## src/rtl/coffee_pkg.sv

```systemverilog
// rtl/coffee_pkg.sv - shared status codes, timer states and code classification
//
// Purpose: common typedefs for Top, FSM2 and pour_timer so the status
// encoding lives in exactly one place.
// Ports: none (package).
package coffee_pkg;

  // FSM2 status code as presented on TH_M; 3'b111 is illegal and unnamed.
  typedef enum logic [2:0] {
    STANDBY       = 3'b000,
    WORKING       = 3'b001,
    POURINGCOFFEE = 3'b010,
    POURINGMILK   = 3'b011,
    NEEDMILK      = 3'b100,
    DONE          = 3'b101,
    ENJOY         = 3'b110
  } status_e;

  typedef enum logic [1:0] {
    IDLE    = 2'd0,
    COUNT   = 2'd1,
    EXPIRED = 2'd2
  } timer_state_e;

  // Phases that have a programmed duration; STANDBY, NEEDMILK and the
  // illegal code are untimed.
  function automatic logic is_timed(input logic [2:0] code);
    case (code)
      WORKING, POURINGCOFFEE, POURINGMILK, DONE, ENJOY: return 1'b1;
      default:                                          return 1'b0;
    endcase
  endfunction

endpackage

```

## src/rtl/load_down_counter.sv

```systemverilog
// rtl/load_down_counter.sv - loadable down-counter with zero flag
//
// Purpose: holds the cycles-left count for the pour timer.
// Ports:
//   clk, reset  - clock, synchronous active-high reset (clears to 0)
//   load        - load load_val this cycle (wins over en)
//   load_val    - value to load
//   en          - decrement by one; saturates at 0
//   value       - current count
//   zero        - value == 0
module load_down_counter #(
  parameter int CNT_W = 16
) (
  input  logic             clk,
  input  logic             reset,
  input  logic             load,
  input  logic [CNT_W-1:0] load_val,
  input  logic             en,
  output logic [CNT_W-1:0] value,
  output logic             zero
);

  always_ff @(posedge clk) begin
    if (reset) begin
      value <= '0;
    end else if (load) begin
      value <= load_val;
    end else if (en && (value != '0)) begin
      value <= value - CNT_W'(1);
    end
  end

  assign zero = (value == '0);

endmodule

```

## src/rtl/pour_timer.sv

```systemverilog
// rtl/pour_timer.sv - per-phase duration timer feeding FSM2's T input
//
// Purpose: detects a change of the FSM2 status code, loads that phase's
// duration and issues a one-cycle registered T pulse when it elapses.
// Ports:
//   clk, reset - clock, synchronous active-high reset
//   TH_M       - FSM2 status code
//   hold       - freeze the count while high
//   T          - registered one-cycle phase-elapsed pulse
//   busy       - a timed phase is counting
//   remaining  - cycles left until T; 0 when not counting
module pour_timer
  import coffee_pkg::*;
#(
  parameter int CNT_W       = 16,
  parameter int DUR_WORKING = 50,
  parameter int DUR_COFFEE  = 200,
  parameter int DUR_MILK    = 120,
  parameter int DUR_DONE    = 20,
  parameter int DUR_ENJOY   = 100
) (
  input  logic             clk,
  input  logic             reset,
  input  logic [2:0]       TH_M,
  input  logic             hold,
  output logic             T,
  output logic             busy,
  output logic [CNT_W-1:0] remaining
);

  localparam int MAX_DUR = (2 ** CNT_W) - 1;

  if ((DUR_WORKING > MAX_DUR) || (DUR_COFFEE > MAX_DUR) || (DUR_MILK > MAX_DUR) ||
      (DUR_DONE > MAX_DUR) || (DUR_ENJOY > MAX_DUR)) begin : g_dur_range
    $error("pour_timer: a DUR_* parameter exceeds the CNT_W counter range");
  end

  // A zero duration would mean T in the same cycle as the change, which
  // a registered T cannot do, so the shortest phase is one cycle.
  localparam logic [CNT_W-1:0] D_WORKING = CNT_W'((DUR_WORKING == 0) ? 1 : DUR_WORKING);
  localparam logic [CNT_W-1:0] D_COFFEE  = CNT_W'((DUR_COFFEE  == 0) ? 1 : DUR_COFFEE);
  localparam logic [CNT_W-1:0] D_MILK    = CNT_W'((DUR_MILK    == 0) ? 1 : DUR_MILK);
  localparam logic [CNT_W-1:0] D_DONE    = CNT_W'((DUR_DONE    == 0) ? 1 : DUR_DONE);
  localparam logic [CNT_W-1:0] D_ENJOY   = CNT_W'((DUR_ENJOY   == 0) ? 1 : DUR_ENJOY);

  timer_state_e     state, next_state;
  logic [2:0]       th_prev;
  logic             change;
  logic             timed;
  logic [CNT_W-1:0] dur;
  logic             enter_expired;
  logic             cnt_load;
  logic             cnt_en;
  logic [CNT_W-1:0] cnt_value;
  logic             cnt_zero;
  logic             last;

  assign change = (TH_M != th_prev);
  assign timed  = is_timed(TH_M);

  always_comb begin
    dur = D_WORKING;
    case (TH_M)
      WORKING:       dur = D_WORKING;
      POURINGCOFFEE: dur = D_COFFEE;
      POURINGMILK:   dur = D_MILK;
      DONE:          dur = D_DONE;
      ENJOY:         dur = D_ENJOY;
      default:       dur = D_WORKING;
    endcase
  end

  // The change cycle itself is cycle 0 of the phase, so the counter starts
  // at dur-1 in cycle 1 and the value always equals cycles left until T.
  assign cnt_load = change && timed;
  assign cnt_en   = (state == COUNT) && !hold && !change;
  assign last     = (cnt_en && (cnt_value == CNT_W'(1))) || ((state == COUNT) && cnt_zero);

  load_down_counter #(
    .CNT_W(CNT_W)
  ) u_cnt (
    .clk      (clk),
    .reset    (reset),
    .load     (cnt_load),
    .load_val (dur - CNT_W'(1)),
    .en       (cnt_en),
    .value    (cnt_value),
    .zero     (cnt_zero)
  );

  // State register; T and th_prev are registered alongside so T has no
  // combinational path from TH_M or hold.
  always_ff @(posedge clk) begin
    if (reset) begin
      state   <= IDLE;
      th_prev <= 3'b000;
      T       <= 1'b0;
    end else begin
      state   <= next_state;
      th_prev <= TH_M;
      T       <= enter_expired;
    end
  end

  // A status change always wins: it abandons whatever phase was running,
  // including one that would have expired this same cycle.
  always_comb begin
    next_state    = state;
    enter_expired = 1'b0;
    if (change) begin
      if (!timed) begin
        next_state = IDLE;
      end else if (dur == CNT_W'(1)) begin
        next_state    = EXPIRED;
        enter_expired = 1'b1;
      end else begin
        next_state = COUNT;
      end
    end else if (last) begin
      next_state    = EXPIRED;
      enter_expired = 1'b1;
    end
  end

  always_comb begin
    busy      = (state == COUNT);
    remaining = (state == COUNT) ? cnt_value : '0;
  end

endmodule
```

## config.mk

```make
export PLATFORM = sky130hd
export DESIGN_NAME = pour_timer
export DESIGN_NICKNAME = d
export VERILOG_FILES = /design/src/rtl/coffee_pkg.sv /design/src/rtl/load_down_counter.sv /design/src/rtl/pour_timer.sv
export SDC_FILE = /design/constraint.sdc
export NUM_CORES = 1
export LEC_CHECK = 0
export CAP_MARGIN = 20
export CORE_MARGIN = 4
export CORE_UTILIZATION = 47
export DETAILED_ROUTE_END_ITERATION = 16
export MAX_ROUTING_LAYER = met4
export PLACE_DENSITY = 0.73
export SKIP_CTS_REPAIR_TIMING = 1
export SYNTH_ARGS = -nofsm -noshare
export SYNTH_HDL_FRONTEND = slang
export SYNTH_SLANG_ARGS = --single-unit
```

## constraint.sdc

```tcl
create_clock -name clk -period 5.5 [get_ports clk]
set_input_delay 0.825 -clock clk [delete_from_list [all_inputs] [get_ports clk]]
set_output_delay 0.825 -clock clk [all_outputs]
set_load 0.02 [all_outputs]
```

Yosys cells after proc, flatten, opt, wreduce, memory -nomap -nowiden

Index checks and enable logic that the tools add are counted.

Add/subtract/negate cells: 2
Mux-type cells: 13
Reduce and logical (&&, ||, !) cells: 14
Equality and inequality tests: 9

Operators with widths:

| cell                                                                   | number |
|---|---|
| 16-bit two-way mux                                                     | 3 |
| 16-bit by 1-bit equality test with 1-bit output, second input constant | 2 |
| 8-bit case mux with 4 select lines                                     | 1 |
| 16-bit by 1-bit subtractor with 16-bit output, second input constant   | 2 |
| 16-bit zero test                                                       | 1 |
| 16-bit nonzero test                                                    | 1 |
| 2-bit two-way mux                                                      | 4 |
| 3-bit by 2-bit equality test with 1-bit output, second input constant  | 2 |
| 3-bit equality test, second input constant                             | 2 |
| 1-bit logical AND                                                      | 6 |
| 1-bit two-way mux                                                      | 5 |
| 5-bit OR reduction                                                     | 1 |
| 2-bit nonzero test                                                     | 2 |
| 3-bit by 1-bit equality test with 1-bit output, second input constant  | 1 |
| 3-bit inequality test                                                  | 1 |
| 2-bit by 1-bit equality test with 1-bit output, second input constant  | 1 |
| 1-bit zero test                                                        | 2 |
| 1-bit logical OR                                                       | 1 |

Output and inout bits: 18
Bits of input ports: 6
Logic and storage cells: 42
Flip-flop bits (word level): 22

Depth between registers and ports, before layout

Depth after elaboration: 7
Depth in mapped cells: 7
Mapped depth without buffers: 7

Cells and area by module

A second synthesis with hierarchy kept.

Cell total of the unflattened synthesis: 174
Area, all modules: 1433.9 sq um

Modules (own cells, without submodules):

| module            | area an instance (sq um) | times used | cells each |
|---|---|---|---|
| load_down_counter | 944.7                    | 1          | 114 |
| pour_timer        | 489.2                    | 1          | 60 |

Least setup slack after synthesis

No wires, ideal clock.

Path kind: input -> register
Start point: input TH_M[1]
End point: register u_cnt.value[14]
Stages: 6
Arrival time: 2371 ps
Slack: 3057 ps
Required time: 5429 ps
Path buffers: 1
Path through: clkbuf_1 > xnor2_2 > nand4_1 > a2111o_1 > or3_1 > a21oi_1

Longest elaborated chain between the ends: 5
Elaborated cells on any way between the ends: 16
Those cells by class: add/sub (1); eq/ne (6); mux (3); reduce/logical (6)

RTL lines:

| element                                                                               | line                    | source |
|---|---|---|
| from (decl)                                                                           | pour_timer.sv:24        | `input logic [2:0] TH_M,` |
| branches (longest 5 deep; another with 16-bit by 1-bit subtractor with 16-bit output) | n/a                     |  |
| to (signal assigned)                                                                  | load_down_counter.sv:27 | `value <= load_val;` |
| to (signal assigned)                                                                  | load_down_counter.sv:29 | `value <= value - CNT_W'(1);` |
| to (decl)                                                                             | load_down_counter.sv:19 | `output logic [CNT_W-1:0] value,` |

Parallel ways; which one is timed is not known.
A chain may end at the register's enable or synchronous reset.

Worst setup path in the final report

Start point: register state[0]
End point: output remaining[8]

Longest elaborated chain between the ends: 2

RTL lines:

| element                                        | line              | source |
|---|---|---|
| from (decl)                                    | pour_timer.sv:46  | `timer_state_e state, next_state;` |
| from (signal assigned)                         | pour_timer.sv:99  | `state <= next_state;` |
| 2-bit by 1-bit equality test with 1-bit output | pour_timer.sv:127 | `remaining = (state == COUNT) ? cnt_value : '0;` |
| 16-bit two-way mux                             | pour_timer.sv:127 |  |
| to (decl)                                      | pour_timer.sv:28  | `output logic [CNT_W-1:0] remaining` |

Every way passes these cells.

==> impl_results.md <==
- Vias: 1391
- Startpoint types: flop
- Crit Path Class: reg2out
- Slowest CP cell: nor2b_1
- Core Rows: 19
- Final hold vios: 0
- EDFF count, synth: 0
- Setup TNS: 0 ps
- Number of I/O pins: 24
- CP Data Required Time: 4680 ps
- Psw: 127 uW
- Kind of cell adding the most delay to the critical path: simple AND/OR/NAND/NOR gates
- Reg power frac: 0.473
- P_leak: 0.640 nW
- Synthesized net count: 183
- Die height: 63.0 um
- Post-Syn Area: 1420 sq um
- Number of antenna diodes: 0
- Final std cells w/o fill: 224
- Post-route minimum period: 3130 ps
- Design area: 1690 sq um
- Crit-path cells: nor2b_1, and2_2, clkdlybuf4s50_1
- PortBufs: 23
- Ys Warns: 0
- DPL Wire Length: 2650 um
- First-pass GRT wire length: 6100 um
- Critical path arrival: 2310 ps
- Clock Power Share: 0.257
- Worst IR Drop VDD: 125 uV
- Cell accounting for the most synthesized area: dfxtp_1
- Drt first pass iters: 5
- Final Skew: 3.98 ps
- Antenna-violating nets left: 0
- RD Place Congestion: 0.840
- Final max-slew violation count: 0
- Synth Instances: 174
- Mean Syn Cell Area: 8.16 sq um
- Deepest clock path buffer count: 2
- Vias per inst: 6.21
- Max incr delay on CP: 740 ps
- CTS tree: done
- Die Width: 63.0 um
- Crit share post-route: 0.570
- Post-Route WL: 3650 um
- Initial drt markers: 72
- Switch share: 0.337
- Flops & latches, synth: 22
- CP Capture Type: primary output
- CTS Buf Count: 3
- Largest net degree at the start of global routing: 18
- Hold_ws: 501 ps
- NumNets Final: 203
- Clk Latency, worst-skew pair: 330 ps
- Netlist cell types: 50
- # Max-Cap Violations: 0
- Worst slew pin tran: 913 ps
- Worst setup margin: 2370 ps
- Antenna violations before repair: 0
- Maximum net fanout on the critical path: 17
- Seq/Total Area, Yosys: 0.310
- DRC viols: 0
- Synth top cells by count: 22 x dfxtp_1, 15 x and2_1, 13 x a21oi_1, 11 x nand2_1, 9 x inv_1
- Gr ovfl total: 0
- Final Core Density: 0.598
- Placed Cells: 220
- RSZ-0062 raised after global routing: no
- Main synth FF type: dfxtp_1
- Ys async rst share: 0
- Critical path buffers and inverters: 1
- Max Freq: 0.319 GHz
- Vias in the first global route: 1282
- Status: finished clean
- Layout cells sized above 1: 0.0725
- Slew headroom: 0.390
- Power Density: 223 nW/um^2
- Hold WC Path Type: reg2reg
- Starting Density: 0.502
- Total track usage: 0.194
- Clock-pin slew on the worst setup and hold paths: 140 ps
- Pint: 250 uW
- Placement Cell Area: 1650 sq um
- Setup Viol. Count Final: 0
- Core area: 2830 sq um
- Most frequent cell after synthesis: dfxtp_1
- Area delta synth->final: 19.0%
- CTS root buf: clkbuf_4
- Post-DR wirelength/cell: 16.3 um
- Tot Pwr: 377 uW
- Die ar.: 3970 sq um
- Combinational share of power: 0.270
- Pre-CTS setup slack: 2350 ps
- Clock sinks: 22
- Synth top area cells: dfxtp_1 31%, and2_1 6.6%, a21oi_1 4.6%, or3_1 3.1%, nand2_1 2.9%
- Htree depth: 1
- Share of the synthesized area in the top cell type: 0.310
==> path summary, 6_finish.rpt <==
path / from / endpoint / slack [ps] / cells after the start
min reg2reg: u_cnt.value[15]$_SDFFE_PP0P_ / u_cnt.value[15]$_SDFFE_PP0P_ / 500 / 2
max reg2reg: u_cnt.value[15]$_SDFFE_PP0P_ / u_cnt.value[2]$_SDFFE_PP0P_ / 3370 / 5
max: state[0]$_SDFFE_PP0P_ / remaining[8] / 2370 / 3
min: u_cnt.value[15]$_SDFFE_PP0P_ / u_cnt.value[15]$_SDFFE_PP0P_ / 500 / 2
==> layout make-up <==
class	count	area [sq um]
repair buffers	23	230
well taps	31	38.8
inverters	9	33.8
flip-flops and latches	22	440
clock buffers	4	36.3
fillers	269	1140
multi-input cells	135	911
==> routing by layer <==
metal  wire length (um)  up-vias  track usage  share of wire
met5                  0        -            -              0
met4                 59        0       0.0854          0.016
met3                197        7       0.0432          0.054
met2               1660       46        0.289           0.45
met1               1730      653        0.251           0.48
li1                   -      685            -              -
==> power groups by stage <==
stage                     sequential, mW  clock, mW  combinational [mW]
final                              0.178     0.0971               0.102
after floorplan                    0.178          0              0.0757
after global routing               0.180      0.104               0.111
after CTS                          0.178     0.0962               0.100
after detailed placement           0.181          0               0.100
after global placement             0.181          0              0.0974
==> worst register-to-register path, delay by kind of cell, from the launching register on <==
family | cells | cell delay [ps]
compound gates | 3 | 750
flops | 1 | 350
simple gates | 2 | 930
==> kinds of logic (layout without fill, tap and decap cells) <==
family | Yosys count | after routing | synth area share
and+or+nand+nor | 77 | 77 | 0.323
DFF | 22 | 22 | 0.310
xor gates and xnor gates | 6 | 6 | 0.0476
muxes | 1 | 1 | 0.00705
adders and majority gates | 3 | 3 | 0.0264
buffers and inverters | 17 | 36 | 0.0485
AOI/OAI and AO/OA | 48 | 48 | 0.237
==> cells in the final DEF (no fill, tap or decap), drive strengths merged, types with 6 or more instances in the layout <==
master | synthesis | final
xnor2 | 6 | 6
a21oi | 13 | 13
and2 | 16 | 16
nor2 | 6 | 6
clkdlybuf4s50 | 0 | 23
nand2 | 11 | 11
or3 | 8 | 8
inv | 9 | 9
dfxtp | 22 | 22
==> flip-flops by register name (all words and copies together), names as in the netlist <==
register and cells:
T 1, th_prev 3, u_cnt.value 16, state 2
No activity file was read; power rests on OpenSTA's default activity.
